## src/rtl/dht_read_scheduler_pkg.sv

```systemverilog
// Shared types and constants for the DHT11 read scheduler: FSM states, frame byte
// offsets and default timing.
package dht_read_scheduler_pkg;

  localparam int unsigned CntW = 28;

  localparam int unsigned DefPeriodCyc   = 200_000_000;
  localparam int unsigned DefTimeoutCyc  = 2_500_000;
  localparam int unsigned DefRetryGapCyc = 100_000_000;
  localparam int unsigned DefMaxRetry    = 3;
  localparam logic [7:0]  DefHyst        = 8'd1;

  // LSB positions of the byte fields in {hum_int, hum_dec, temp_int, temp_dec, checksum}
  localparam int unsigned HumIntLsb  = 32;
  localparam int unsigned HumDecLsb  = 24;
  localparam int unsigned TempIntLsb = 16;
  localparam int unsigned TempDecLsb = 8;
  localparam int unsigned SumLsb     = 0;

  typedef enum logic [2:0] {
    StIdle,
    StStart,
    StWaitDone,
    StCheck,
    StWaitPeriod,
    StRetryGap,
    StFault
  } state_e;

endpackage

```

## src/rtl/dht_checksum.sv

```systemverilog
// Combinational DHT11 frame check: low byte must equal the mod-256 sum of the upper four.
module dht_checksum
  import dht_read_scheduler_pkg::*;
(
  input  logic [39:0] frame,
  output logic        pass
);

  logic [7:0] sum;

  always_comb begin
    sum  = frame[HumIntLsb +: 8] + frame[HumDecLsb +: 8] +
           frame[TempIntLsb +: 8] + frame[TempDecLsb +: 8];
    pass = (sum == frame[SumLsb +: 8]);
  end

endmodule

```

## src/rtl/dht_read_scheduler.sv

```systemverilog
// Paces DHT11 reads, retries failed attempts, latches valid readings and drives the
// fan/heater enables with hysteresis.
module dht_read_scheduler
  import dht_read_scheduler_pkg::*;
#(
  parameter int unsigned PERIOD_CYC    = DefPeriodCyc,
  parameter int unsigned TIMEOUT_CYC   = DefTimeoutCyc,
  parameter int unsigned RETRY_GAP_CYC = DefRetryGapCyc,
  parameter int unsigned MAX_RETRY     = DefMaxRetry,
  parameter logic [7:0]  HYST          = DefHyst
) (
  input  logic        clk_i,
  input  logic        rst_ni,
  input  logic        read_req_i,
  input  logic        clr_fault_i,
  input  logic        frame_done_i,
  input  logic [39:0] frame_i,
  input  logic [7:0]  temp_hi_i,
  input  logic [7:0]  temp_lo_i,
  output logic        start_o,
  output logic [7:0]  temp_o,
  output logic [7:0]  hum_o,
  output logic        valid_o,
  output logic [7:0]  err_cnt_o,
  output logic        fault_o,
  output logic        fan_o,
  output logic        heater_o
);

  state_e          state_q, state_d;
  logic [CntW-1:0] cnt_q, cnt_d;
  logic [CntW-1:0] since_q;
  logic [39:0]     frame_q;
  logic [7:0]      temp_q, hum_q, err_q, retry_q;
  logic            valid_q, have_q;
  logic            fan_q, fan_d, heater_q, heater_d;
  logic            sum_ok, attempt_ok, attempt_fail;
  logic            misconfig;
  logic signed [9:0] t_s, hi_s, lo_s, hyst_s;

  dht_checksum u_checksum (
    .frame (frame_q),
    .pass  (sum_ok)
  );

  // Each timed state is occupied for exactly its load value + 1 cycles; START plus
  // WAIT_DONE together span TIMEOUT_CYC cycles.
  always_comb begin
    state_d      = state_q;
    cnt_d        = cnt_q;
    attempt_ok   = 1'b0;
    attempt_fail = 1'b0;
    unique case (state_q)
      StIdle: state_d = StStart;
      StStart: begin
        state_d = StWaitDone;
        cnt_d   = CntW'(TIMEOUT_CYC - 2);
      end
      StWaitDone: begin
        if (frame_done_i) begin
          state_d = StCheck;
        end else if (cnt_q == '0) begin
          attempt_fail = 1'b1;
        end else begin
          cnt_d = cnt_q - 1'b1;
        end
      end
      StCheck: begin
        if (sum_ok) begin
          attempt_ok = 1'b1;
          state_d    = StWaitPeriod;
          cnt_d      = CntW'(PERIOD_CYC - 1);
        end else begin
          attempt_fail = 1'b1;
        end
      end
      StWaitPeriod: begin
        if (cnt_q == '0 || (read_req_i && since_q >= CntW'(RETRY_GAP_CYC))) begin
          state_d = StStart;
        end else begin
          cnt_d = cnt_q - 1'b1;
        end
      end
      StRetryGap: begin
        if (cnt_q == '0) begin
          state_d = StStart;
        end else begin
          cnt_d = cnt_q - 1'b1;
        end
      end
      StFault: begin
        if (clr_fault_i) state_d = StIdle;
      end
      default: state_d = StIdle;
    endcase
    if (attempt_fail) begin
      if (retry_q + 8'd1 == 8'(MAX_RETRY)) begin
        state_d = StFault;
      end else begin
        state_d = StRetryGap;
        cnt_d   = CntW'(RETRY_GAP_CYC - 1);
      end
    end
  end

  // One spare bit beyond 9 so that lo + HYST cannot wrap either.
  always_comb begin
    t_s       = $signed({2'b00, temp_q});
    hi_s      = $signed({2'b00, temp_hi_i});
    lo_s      = $signed({2'b00, temp_lo_i});
    hyst_s    = $signed({2'b00, HYST});
    misconfig = (temp_lo_i >= temp_hi_i);
    fan_d     = fan_q;
    heater_d  = heater_q;
    if (t_s >= hi_s) begin
      fan_d = 1'b1;
    end else if (t_s < hi_s - hyst_s) begin
      fan_d = 1'b0;
    end
    if (t_s <= lo_s) begin
      heater_d = 1'b1;
    end else if (t_s > lo_s + hyst_s) begin
      heater_d = 1'b0;
    end
    if (fan_d) heater_d = 1'b0;
    if (!have_q || misconfig || state_q == StFault) begin
      fan_d    = 1'b0;
      heater_d = 1'b0;
    end
  end

  always_ff @(posedge clk_i) begin
    if (!rst_ni) begin
      state_q  <= StIdle;
      cnt_q    <= '0;
      since_q  <= '0;
      frame_q  <= '0;
      temp_q   <= '0;
      hum_q    <= '0;
      err_q    <= '0;
      retry_q  <= '0;
      valid_q  <= 1'b0;
      have_q   <= 1'b0;
      fan_q    <= 1'b0;
      heater_q <= 1'b0;
    end else begin
      state_q <= state_d;
      cnt_q   <= cnt_d;
      // Cycles elapsed since the last start_o, saturating; gates early reads.
      if (state_q == StStart) begin
        since_q <= CntW'(1);
      end else if (since_q != '1) begin
        since_q <= since_q + 1'b1;
      end
      if (state_q == StWaitDone && frame_done_i) frame_q <= frame_i;
      valid_q <= attempt_ok;
      if (attempt_ok) begin
        temp_q <= frame_q[TempIntLsb +: 8];
        hum_q  <= frame_q[HumIntLsb +: 8];
        have_q <= 1'b1;
      end
      if (attempt_fail && err_q != 8'hFF) err_q <= err_q + 8'd1;
      if (attempt_ok) begin
        retry_q <= '0;
      end else if (attempt_fail) begin
        retry_q <= retry_q + 8'd1;
      end else if (state_q == StFault && clr_fault_i) begin
        retry_q <= '0;
      end
      fan_q    <= fan_d;
      heater_q <= heater_d;
    end
  end

  assign start_o   = (state_q == StStart);
  assign fault_o   = (state_q == StFault);
  assign valid_o   = valid_q;
  assign temp_o    = temp_q;
  assign hum_o     = hum_q;
  assign err_cnt_o = err_q;
  assign fan_o     = fan_q && !fault_o;
  assign heater_o  = heater_q && !fault_o;

endmodule

```

## config.mk

```make
export PLATFORM = sky130hd
export DESIGN_NAME = dht_read_scheduler
export DESIGN_NICKNAME = d
export VERILOG_FILES = /design/src/rtl/dht_read_scheduler_pkg.sv /design/src/rtl/dht_checksum.sv /design/src/rtl/dht_read_scheduler.sv
export SDC_FILE = /design/constraint.sdc
export NUM_CORES = 1
export LEC_CHECK = 0
export ABC_AREA = 1
export BUFFER_PORTS_ARGS = -buffer_cell sky130_fd_sc_hd__buf_4
export CAP_MARGIN = 20
export CORE_MARGIN = 2
export CORE_UTILIZATION = 25
export DETAILED_ROUTE_END_ITERATION = 6
export HOLD_SLACK_MARGIN = 0.08
export PLACE_DENSITY = 0.4
export SKIP_LAST_GASP = 1
export SYNTH_ARGS = -nofsm -noshare
export SYNTH_HDL_FRONTEND = slang
export SYNTH_SLANG_ARGS = --single-unit
```

## constraint.sdc

```tcl
create_clock -name clk_i -period 6 [get_ports clk_i]
set_clock_uncertainty 0.2 [all_clocks]
set_input_delay 0.9 -clock clk_i [delete_from_list [all_inputs] [get_ports clk_i]]
set_output_delay 0.9 -clock clk_i [all_outputs]
set_load 0.03 [all_outputs]
```

==> impl_metrics.py <==
metrics = {
    "clocking": {
        "clock_latency_ps": 450,
        "cts_buffers": 17,
        "cts_setup_buffers": 0,
        "cts.sinks": 135,
        "cts_hold_buf": 0,
        "clk_pin_slew_ps": 60,
        "cts_resized": 0,
        "cts_tree": "done",
        "htreeDepth": 4,
        "clk_path_buf_depth": 2,
        "root_buffer": "clkbuf_16",
    },
    "floorplan": {
        "start_util": 0.2539,
        "die_y_um": 202.6,
        "die_w_um": 202.6,
        "die_area_um2": 41030,
        "core_area_um2": 38830,
        "num_io_pins": 90,
        "rows": 72,
    },
    "synth": {
        "yosysTopAreaCell": "dfxtp_1",
        "synth_cells": 1528,
        "synth_area_um2": 9857,
        "syn-num-nets": 1658,
        "yosysTopAreaCellShare": 0.2742,
        "synth_seq_cells": 135,
        "synth_commonest_cells": "nand2_1, inv_1, nor2_1, nand3_1, dfxtp_1",
        "synth_warnings": 0,
        "seq_area_frac_synth": 0.2742,
        "ys_types": 42,
        "synthFlopType": "dfxtp_1",
        "synth_edf_count": 0,
        "synthTopCellsByArea": "dfxtp_1, nand2_1, nand3_1",
        "async_flop_share": 0,
        "postSynthAreaPerCell_um2": 6.451,
        "yosysMostFrequentCell": "nand2_1",
    },
    "finish": {
        "fin_nets": 1720,
        "fillCellCount": 4315,
        "drive_gt1_frac": 0.1036,
        "diodes": 0,
        "design_area_um2": 11550,
        "synthToLayoutAreaGrowth_pct": 17.22,
    },
    "grt": {
        "grt_pass1_vias": 9790,
        "antenna_found_initial": 0,
        "overflow": 0,
        "grt_pass1_wl_um": 53010,
        "track_usage": 0.1636,
        "grt_max_degree": 85,
    },
    "setup_path": {
        "crit_slowest_cell": "nand2_2",
        "rrSetupSlack_ps": 930,
        "cp.depth": 18,
        "crit_type": "reg -> reg",
        "timing.rr.end": "cnt_q[25]$_SDFF_PN0_",
        "slowest_delay_ps": 590,
        "worstSetupStartpoint": "frame_q[9]$_SDFFE_PN0P_",
        "critical_path.cell_chain": "fa_1, inv_1, fa_1, inv_1, ha_1, fa_1, xnor2_1, nand3_1, nor2_1, nand3_1, nor2_1, nand3_1, buf_4, nand2_1, nand2_2, nand2_2, nand2_1, nor2_1",
        "worst-path-buf-inv": 3,
        "crit_end": "cnt_q[25]$_SDFF_PN0_",
        "required_ps": 6170,
        "startpoint_type": "flop",
        "r2r-start": "frame_q[9]$_SDFFE_PN0P_",
        "critPathTopFamily": "simple AND/OR/NAND/NOR gates",
        "worstSetupEndpointType": "flop",
        "path_max_fanout": 23,
        "cp_data_arrival_time_ps": 5250,
        "reg2reg_depth": 18,
    },
    "route": {
        "wire_per_inst_um": 15.39,
        "postRouteWirelength_um": 32640,
        "antenna_left": 0,
        "avgViaCountPerCell": 4.666,
        "vias": 9891,
        "drt_pass1_iterations": 7,
        "drc": 0,
        "detail_route.iter0.violations": 596,
    },
    "power": {
        "p_leak_nw": 5.332,
        "p_per_area_nw_per_um2": 383.9,
        "worst_ir_drop_vdd_v": 0.0002246,
    },
    "timing": {
        "maxSlewHeadroom": 0.3936,
        "tightest_slew_ps": 908.6,
        "fin_crit_ps": 5074,
        "rsz0062_at_grt": "false",
        "tns_ps": 0,
        "setup_violations": 0,
        "period_share": 0.8457,
        "hold_viol": 0,
        "drv_slew": 0,
        "fmax_mhz": 197.1,
    },
    "placed_design": {
        "numPortBuffers": 89,
        "place_congestion": 0.8101,
        "dp.final_hpwl_um": 23820,
        "placed_area_um2": 10950,
    },
    "job": {
        "drv_cap": 0,
    },
    "worst_hold_path": {
        "hold_class": "reg -> reg",
    },
    "outcome": {
        "outcome": "finished, final reports clean",
    },
}
-- flip-flops by register name, summed over array words and instances (netlist names) --
name,flops
retry_q,8
have_q,1
frame_q,40
hum_o,8
since_q,28
state_q,3
fan_q,1
cnt_q,28
valid_o,1
heater_q,1
err_cnt_o,8
temp_o,8
-- final cells by class --
class	count	area, um2	share of cell area
clock buffer	19	442.9	0.03833
clock inverter	12	163.9	0.01419
inverter	195	732.0	0.06335
multi-input combinational	1147	6160	0.5331
sequential	135	2703	0.2339
tap	518	648.1	0.05609
timing repair buffer	94	705.7	0.06107
-- worst min-delay path by stage --
stage                     slack (ps)           startpoint  cells past startpoint             endpoint
after floorplan                  220  have_q$_SDFFE_PN0P_                      2  have_q$_SDFFE_PN0P_
after global placement           240  have_q$_SDFFE_PN0P_                      2  have_q$_SDFFE_PN0P_
after detailed placement         240  have_q$_SDFFE_PN0P_                      2  have_q$_SDFFE_PN0P_
after CTS                        250  have_q$_SDFFE_PN0P_                      2  have_q$_SDFFE_PN0P_
after global routing             270  have_q$_SDFFE_PN0P_                      2  have_q$_SDFFE_PN0P_
final                            250  have_q$_SDFFE_PN0P_                      2  have_q$_SDFFE_PN0P_
-- worst register-to-register path: stages, from the launching register on --
cell,delay (ps)
dfxtp_1,320
fa_1,530
inv_1,50
fa_1,490
inv_1,40
ha_1,230
fa_1,520
xnor2_1,120
nand3_1,90
nor2_1,90
nand3_1,80
nor2_1,170
nand3_1,100
buf_4,200
nand2_1,330
nand2_2,360
nand2_2,600
nand2_1,320
nor2_1,170
-- cells by family (layout without fill, tap and decap cells) --
logic type,Yosys count,in the layout,share of synthesized area
buffers and inverters,246,320,0.1014
flip-flops,135,135,0.2742
AO/OA/AOI/OAI,208,208,0.1099
XOR/XNOR,58,58,0.05154
adder cells (fa/ha/maj),69,69,0.09825
AND/OR/NAND/NOR,812,812,0.3647
-- cells in the final DEF, fill, tap and decap left out, drive strengths merged --
cell type	n
nand3b	9
xnor2	14
nand3	160
buf	94
o21bai	2
clkbuf	19
nand4	53
o21a	3
o221a	1
a31oi	4
o211ai	1
a21boi	1
nand2	356
nor4	4
inv	199
o22ai	5
o21ai	83
o221ai	1
ha	55
nor2	192
fa	14
or2	4
a21oi	106
clkinvlp	1
dfxtp	135
nor3	32
nor4b	1
nor3b	1
bufinv	3
xor2	44
clkinv	4
o41ai	1
-- per-layer routing --
metal  wire, um  up-vias  part of all wire  GRT usage
met5          0        -                 0          0
met4        367        0             0.011    0.04067
met3       1142       21             0.035    0.02841
met2      15230      170              0.47     0.2761
met1      15900     4593              0.49     0.2162
li1           -     5107                 -          -
-- power by group --
part / internal [W] / switching, W
logic: 0.000689 / 0.00145
registers: 0.00102 / 0.000159
clock network: 0.000669 / 0.000456
-- metrics by stage --
stage / power (W) / hold WS [ps] / cells / setup slack, ps / utilization
2_1_floorplan: 0.002770 / 223.1 / 1528 / 2428 / -
4_1_cts: 0.004490 / 251.8 / 2120 / 847.4 / 0.2976
3_3_place_gp: 0.003324 / 239.1 / 2089 / 972.9 / 0.2820
5_1_grt: 0.004843 / 269.3 / 2120 / 408.4 / 0.2976
3_5_place_dp: 0.003332 / 241.0 / 2089 / 888.8 / 0.2820
6_report: 0.004436 / 245.5 / 2120 / 925.7 / 0.2976
Power figures use the tool's default switching activity.
